[config.mk]
export PLATFORM = sky130hd
export DESIGN_NAME = stopwatch_ctrl_flat
export DESIGN_NICKNAME = d
export VERILOG_FILES = /design/src/rtl/stopwatch_ctrl_if.sv /design/src/rtl/stopwatch_ctrl.sv /design/src/flat_wrapper.sv
export SDC_FILE = /design/constraint.sdc
export NUM_CORES = 1
export LEC_CHECK = 0
export CAP_MARGIN = 10
export CORE_UTILIZATION = 35
export DETAILED_ROUTE_END_ITERATION = 12
export RECOVER_POWER = 50
export REMOVE_ABC_BUFFERS = 1
export SLEW_MARGIN = 20
export SYNTH_ARGS = -nofsm -noshare
export SYNTH_HDL_FRONTEND = slang
export SYNTH_SLANG_ARGS = --single-unit
[constraint.sdc]
create_clock -name clk -period 2.06 [get_ports clk]
set_input_delay 0.412 -clock clk [delete_from_list [all_inputs] [get_ports clk]]
set_output_delay 0.412 -clock clk [all_outputs]
set_load 0.02 [all_outputs]
[src/rtl/stopwatch_ctrl_if.sv]
// Control/status bundle between the stopwatch controller (slave) and the
// board side: buttons, time counter and display latch (master).
interface stopwatch_ctrl_if;
  logic       start_n;
  logic       lap_n;
  logic       at_max;
  logic       tick;
  logic       clear;
  logic       snap;
  logic       hold;
  logic [1:0] state;

  modport master (
    output start_n, lap_n, at_max,
    input  tick, clear, snap, hold, state
  );

  modport slave (
    input  start_n, lap_n, at_max,
    output tick, clear, snap, hold, state
  );
endinterface

[src/rtl/stopwatch_ctrl.sv]
// Stopwatch sequencing controller: button synchronisers, tick prescaler and
// the run/pause/lap/clear state machine, all on the single system clock.
module stopwatch_ctrl #(
  parameter int TICK_DIV  = 50_000_000,
  parameter bit AUTO_STOP = 1'b1
) (
  input logic             clk,
  input logic             rst,
  stopwatch_ctrl_if.slave bus
);

  localparam int            PW   = $clog2(TICK_DIV);
  localparam logic [PW-1:0] LAST = PW'(TICK_DIV - 1);

  typedef enum logic [1:0] {
    IDLE  = 2'd0,
    RUN   = 2'd1,
    LAP   = 2'd2,
    PAUSE = 2'd3
  } state_t;

  state_t        state;
  logic [PW-1:0] prescale;
  logic          tick_q;
  logic          clear_q;
  logic          snap_q;
  logic          hold_q;

  logic [1:0] start_sync;
  logic [1:0] lap_sync;
  logic       start_prev;
  logic       lap_prev;
  logic       start_press;
  logic       lap_press;
  logic       counting;
  logic       wrap;
  logic       stop_now;
  logic       resume_blocked;

  // Reset to "pressed" so a button held through reset must be released first.
  always_ff @(posedge clk) begin
    if (rst) begin
      start_sync <= 2'b00;
      lap_sync   <= 2'b00;
      start_prev <= 1'b0;
      lap_prev   <= 1'b0;
    end else begin
      start_sync <= {start_sync[0], bus.start_n};
      lap_sync   <= {lap_sync[0], bus.lap_n};
      start_prev <= start_sync[1];
      lap_prev   <= lap_sync[1];
    end
  end

  assign start_press    = start_prev & ~start_sync[1];
  assign lap_press      = lap_prev & ~lap_sync[1];
  assign counting       = (state == RUN) || (state == LAP);
  assign wrap           = counting && (prescale == LAST);
  assign stop_now       = AUTO_STOP && wrap && bus.at_max;
  assign resume_blocked = AUTO_STOP && bus.at_max;

  // Start beats lap on a simultaneous press; auto-stop beats both.
  always_ff @(posedge clk) begin
    if (rst) begin
      state    <= IDLE;
      prescale <= '0;
      tick_q   <= 1'b0;
      clear_q  <= 1'b0;
      snap_q   <= 1'b0;
      hold_q   <= 1'b0;
    end else begin
      tick_q  <= 1'b0;
      clear_q <= 1'b0;
      snap_q  <= 1'b0;

      if (counting) begin
        prescale <= wrap ? '0 : prescale + PW'(1);
      end
      if (wrap && !stop_now) begin
        tick_q <= 1'b1;
      end

      case (state)
        IDLE: begin
          prescale <= '0;
          if (start_press) begin
            state <= RUN;
          end else if (lap_press) begin
            clear_q <= 1'b1;
          end
        end
        RUN: begin
          if (stop_now || start_press) begin
            state <= PAUSE;
          end else if (lap_press) begin
            state  <= LAP;
            snap_q <= 1'b1;
            hold_q <= 1'b1;
          end
        end
        LAP: begin
          if (stop_now || start_press) begin
            state  <= PAUSE;
            hold_q <= 1'b0;
          end else if (lap_press) begin
            state  <= RUN;
            hold_q <= 1'b0;
          end
        end
        PAUSE: begin
          if (start_press) begin
            if (!resume_blocked) begin
              state <= RUN;
            end
          end else if (lap_press) begin
            state    <= IDLE;
            prescale <= '0;
            clear_q  <= 1'b1;
          end
        end
        default: begin
          state  <= IDLE;
          hold_q <= 1'b0;
        end
      endcase
    end
  end

  assign bus.tick  = tick_q;
  assign bus.clear = clear_q;
  assign bus.snap  = snap_q;
  assign bus.hold  = hold_q;
  assign bus.state = state;

endmodule

[src/flat_wrapper.sv]
// flat-port wrapper written by rule: the top's interface ports become plain ports
module stopwatch_ctrl_flat 
#(
  parameter int TICK_DIV  = 50_000_000,
  parameter bit AUTO_STOP = 1'b1
)
  (clk, rst, bus_start_n, bus_lap_n, bus_at_max, bus_tick, bus_clear, bus_snap, bus_hold, bus_state);
  stopwatch_ctrl_if bus_i ();
  input logic clk;
  input logic rst;
  input wire logic [$bits(bus_i.start_n)-1:0] bus_start_n;
  input wire logic [$bits(bus_i.lap_n)-1:0] bus_lap_n;
  input wire logic [$bits(bus_i.at_max)-1:0] bus_at_max;
  output wire logic [$bits(bus_i.tick)-1:0] bus_tick;
  output wire logic [$bits(bus_i.clear)-1:0] bus_clear;
  output wire logic [$bits(bus_i.snap)-1:0] bus_snap;
  output wire logic [$bits(bus_i.hold)-1:0] bus_hold;
  output wire logic [$bits(bus_i.state)-1:0] bus_state;
  assign bus_i.start_n = bus_start_n;
  assign bus_i.lap_n = bus_lap_n;
  assign bus_i.at_max = bus_at_max;
  assign bus_tick = bus_i.tick;
  assign bus_clear = bus_i.clear;
  assign bus_snap = bus_i.snap;
  assign bus_hold = bus_i.hold;
  assign bus_state = bus_i.state;
  stopwatch_ctrl #(.TICK_DIV(TICK_DIV), .AUTO_STOP(AUTO_STOP)) u_core (.clk(clk), .rst(rst), .bus(bus_i));
endmodule
Yosys cells after proc, flatten, opt, wreduce, memory -nomap -nowiden
Index checks and enable logic that the tools add are counted.

storage, ports and cells
  register bits after elaboration = 38
  logic and storage cells = 62
  input bits = 5
  output and inout bits = 6

cells by class
  equal/unequal tests = 11
  bitwise logic cells = 6
  reductions and logical operators = 13
  mux-type cells = 21
  $add $sub $neg = 1

operator list
  operator               count
  $mux 26                4
  $pmux 26 s2            1
  $add 26x1->26 const B  1
  $eq 26x26->1 const B   1
  $mux 2                 8
  $pmux 2 s4             1
  $mux 1                 6
  $ne 3x2->1 const B     2
  $reduce_or 3->1        2
  $reduce_and 5->1       1
  $eq 2x2->1 const B     2
  $ne 2x1->1 const B     2
  $not 1->1              4
  $reduce_and 4->1       1
  $logic_and 1x1->1      3
  $ne 3x1->1 const B     1
  $ne 3x3->1 const B     1
  $and 1x1->1            2
  $eq 2x1->1 const B     1
  $logic_not 2->1        1
  $logic_or 1x1->1       2
  $ne 2x2->1 const B     1
  $pmux 1 s2             1
  $reduce_bool 2->1      1
  2 further kinds        2

Logic depth before layout (Yosys ltp)
  word-level depth = 8
  depth in mapped cells = 10
  mapped depth without buffers = 7

Worst setup path after synthesis
No wires, ideal clock.

  path kind = flip-flop to flip-flop
  from = register u_core.state[1], in the netlist u_core.bus.state[1]
  to = register u_core.state[0], in the netlist u_core.bus.state[0]
  cell stages (with the launch flop) = 9
  arrival = 2108 ps
  clock period less this slack = 2230 ps
  required time = 1939 ps
  path slack = -170 ps
  setup time = 121 ps
  path buffers = 1
  cells stage by stage = dfxtp_1 > inv_1 > ha_1 > buf_4 > nand4_4 > nor3b_4 > a31o_2 > o21ai_2 > mux2_4

between the ends
  cells in the longest elaborated chain, start to end = 7
  elaborated cells on any way between the ends = 17
  those cells by class = eq/ne (8); mux (3); reduce/logical (6)

ends and longest elaborated chain
  element                                                          RTL line                                     text
  start: declaration                                               stopwatch_ctrl.sv:22                         state_t state;
  start signal: assignment                                         stopwatch_ctrl.sv:65                         state <= IDLE;
  start signal: assignment                                         stopwatch_ctrl.sv:87                         state <= RUN;
  start signal: assignment                                         stopwatch_ctrl.sv:94                         state <= PAUSE;
  $eq 2x1->1 / $eq 2x2->1 (equally long branches)                  stopwatch_ctrl.sv:57, stopwatch_ctrl.sv:83
  $logic_or 1x1->1                                                 stopwatch_ctrl.sv:57                         assign counting = (state == RUN) || (state == LAP);
  $logic_and 1x1->1                                                stopwatch_ctrl.sv:58                         assign wrap = counting && (prescale == LAST);
  $logic_and 1x1->1                                                stopwatch_ctrl.sv:59                         assign stop_now = AUTO_STOP && wrap && bus.at_max;
  $logic_or 1x1->1                                                 stopwatch_ctrl.sv:93, stopwatch_ctrl.sv:102
  $ne 3x2->1 (no line), or another cell as far along               n/a
  $reduce_and 5->1 (no line) / $pmux 2 s4 (equally long branches)  n/a

Parallel ways exist; a longest one is shown, timed or not.
A chain may end at the register's enable or synchronous reset.

Final worst setup path
  from = register u_core.state[1], in the netlist u_core.bus.state[1]
  to = register u_core.hold_q, in the netlist u_core.bus.hold

between the ends
  cells in the longest elaborated chain, start to end = 7
  elaborated cells on any way between the ends = 13
  those cells by class = eq/ne (5); mux (2); reduce/logical (6)

ends and longest elaborated chain
  element                                                          RTL line                                     text
  $eq 2x1->1 / $eq 2x2->1 (equally long branches)                  stopwatch_ctrl.sv:57, stopwatch_ctrl.sv:83
  $logic_or 1x1->1                                                 stopwatch_ctrl.sv:57
  $logic_and 1x1->1                                                stopwatch_ctrl.sv:58
  $logic_and 1x1->1                                                stopwatch_ctrl.sv:59
  $logic_or 1x1->1                                                 stopwatch_ctrl.sv:93, stopwatch_ctrl.sv:102
  $ne 3x2->1 (no line), or another cell as far along               n/a
  $reduce_and 4->1 (no line) / $pmux 1 s2 (equally long branches)  n/a
  end signal: assignment                                           stopwatch_ctrl.sv:98                         hold_q <= 1'b1;
  end signal: assignment                                           stopwatch_ctrl.sv:104                        hold_q <= 1'b0;
  end signal: assignment                                           stopwatch_ctrl.sv:107                        hold_q <= 1'b0;
  end: declaration                                                 stopwatch_ctrl.sv:27                         logic hold_q;

Parallel ways exist; a longest one is shown, timed or not.

==> run metrics <==
hold buffers post-CTS 0; Clock Sinks 38; Post-synth top cells 38 x dfxtp_1, 30 x nor2_1, 16 x xor2_1; DRC violations left 0; Synth area leaders dfxtp_1 42%, xor2_1 7.7%, nor2_1 6.2%; GRT Total Usage 13.9%; PD cells 785 nW/um2; Critical Path AT 2.07 ns; antenna violations before repair 0; DP HPWL 2390 um; diode count 0; initial drt markers 67; final instance area 2160 um2; clk_lat worst skew 0.29 ns; Max Fanout on Critical Path 6; relative slew slack 72.1%; layout cells sized above 1 15.5%; pin slew with the least headroom to its limit 0.418 ns; final core utilization 44.6%; Max Freq 0.524 GHz; synth-to-layout area growth 18.9%; CP endpoint kind flip-flop; Die Span Y 74.1 um; CTS tree done; Overflow after GRT 0; Main synth FF type dfxtp_1; num ports 11; Yosys cell types 46; FF+latch count, synth 38; core area 4850 um2; Fin. Hold Viols 0; largest area contributor in the netlist dfxtp_1; CP required 2.22 ns; PortBufs 10; asr flop ratio synth 0%; pin count of the biggest net entering global routing 25; Post-Syn Area 1820 um2; max cap viols 0; via/cell ratio 4.77; die area 5490 um2; WL/cell 11.6 um; Worst path top cell family by delay simple AND/OR/NAND/NOR gates; Initial Util 37.5%; Yosys warnings 0; HP Class flip-flop to flip-flop; Setup crit start kind flip-flop; period utilization 92.7%; Die W 74.1 um; most frequent cell after synthesis dfxtp_1; critical path class flip-flop to flip-flop; GPL Wtd Cong 0.852; vias in the first global route 1361; sequential area share after synthesis 41.8%; CP cell instances inv_1 > ha_4 > nand4_4 > nor3b_4 > buf_4 > a31oi_1 > a21oi_1 > o311ai_1; Post-synth EDFFs 0; CP bufs+invs 2; Pleak 0.799 nW; RSZ-0062 raised after global routing no; first-pass GRT wire length 5890 um; Num CTS Buffers 5; H-tree levels 2; DRT antenna net count 0; Synth top area share 41.8%; Min Clock Period, post-route 1.91 ns; syn avg cell area 9.32 um2; clk_skew 0.0119 ns; Post-DP Area 2080 um2; Slowest-stage cell, CP dfxtp_1; TritonRoute pass-1 iters 4; Peak VDD IR 0.000339 V; Final setup viols 0; filler cell count 479; Critical Path Max Stage Delay 0.33 ns; # rows 25; root buffer cell clkbuf_8; Clk pin slew, worst setup/hold paths 0.08 ns; WL final 3330 um; Mapped Cells 195; routed vias 1365; CTS max path bufs 2; Final Total Pwr 0.00170 W; count of pins over their slew limit 0; # nets final 229; outcome completed
## report_power, final
group	switching, W	leakage (nW)	total, W	internal, W
Sequential	0.0000118	0.307	0.000769	0.000758
Clock	0.000255	0.0438	0.000482	0.000227
Combinational	0.000235	0.448	0.000445	0.000210
## registers in the layout, indices dropped and copies added (netlist names)
signal and cells:
u_core.prescale 26, u_core.bus.state 2, u_core.lap_sync 2, u_core.start_sync 2
u_core.bus.clear 1, u_core.bus.hold 1, u_core.bus.snap 1, u_core.bus.tick 1
u_core.lap_prev 1, u_core.start_prev 1
## worst reg2reg max path: cells and delay by family, from the launching register on
kind                     cells  cell delay (ns)
flip-flops                   1             0.33
buffers and inverters        2             0.26
adder cells (fa/ha/maj)      1             0.32
AND/OR/NAND/NOR              2             0.44
AO/OA/AOI/OAI                3             0.42
## routing by layer
| metal | GRT usage [%] | part of all wire [%] | vias up |
|---|---|---|---|
| met5 | 0 | 0 | - |
| li1 | - | - | 720 |
| met4 | 5.77 | 1.7 | 0 |
| met2 | 23.4 | 46 | 14 |
| met3 | 3.66 | 2.8 | 7 |
| met1 | 16.9 | 49 | 624 |
## cell type report
cell class                      count  area [um2]  share of cell area [%]
Multi-Input combinational cell    146        1020                    47.0
Sequential cell                    38         761                    35.2
Timing Repair Buffer               23         203                    9.38
Tap cell                           67        83.8                    3.88
Clock buffer                        5        68.8                    3.18
Inverter                            5        18.8                   0.869
Clock inverter                      2        10.0                   0.463
## final timing paths
check,to,startpoint,slack (ns),cells past startpoint
max,u_core.bus.hold,u_core.bus.state[1],0.15,8
min,u_core.lap_sync[1],u_core.lap_sync[0],0.44,1
max reg2reg,u_core.bus.hold,u_core.bus.state[1],0.15,8
min reg2reg,u_core.lap_sync[1],u_core.lap_sync[0],0.44,1
## kinds of logic after synthesis
group | count (synthesis) | share of synthesized area (%)
fa+ha+maj | 5 | 3.44
flops | 38 | 41.8
compound gates | 18 | 6.33
xor+xnor | 22 | 10.6
mux | 3 | 2.00
buf+inv | 11 | 2.96
simple gates | 98 | 32.8
## cell usage in the layout (no fill, tap or decap), types with 6 or more instances in the layout
cell type / count
dfxtp_1: 38
xor2_1: 16
buf_4: 10
nor2_1: 30
nand2_1: 13
dlygate4sd3_1: 7
xnor2_1: 6
nor2b_1: 7
nand4_1: 7
nand3_1: 7
## repair_timing
item	4_1_cts	5_1_grt
buffers inserted	0	0
gates resized for setup	0	2
endpoints found under the setup margin	0	8
## metrics by stage
stage | TNS, ns | setup slack (ns) | hold WS [ns] | instances
after floorplan | -8.10 | -0.327 | 0.414 | 189
after global placement | 0 | 0.124 | 0.420 | 279
after detailed placement | 0 | 0.0703 | 0.429 | 279
after CTS | 0 | 0.0490 | 0.447 | 286
after global routing | 0 | 0.0141 | 0.467 | 286
final | 0 | 0.151 | 0.438 | 286
(Power assumes the default switching activity.)
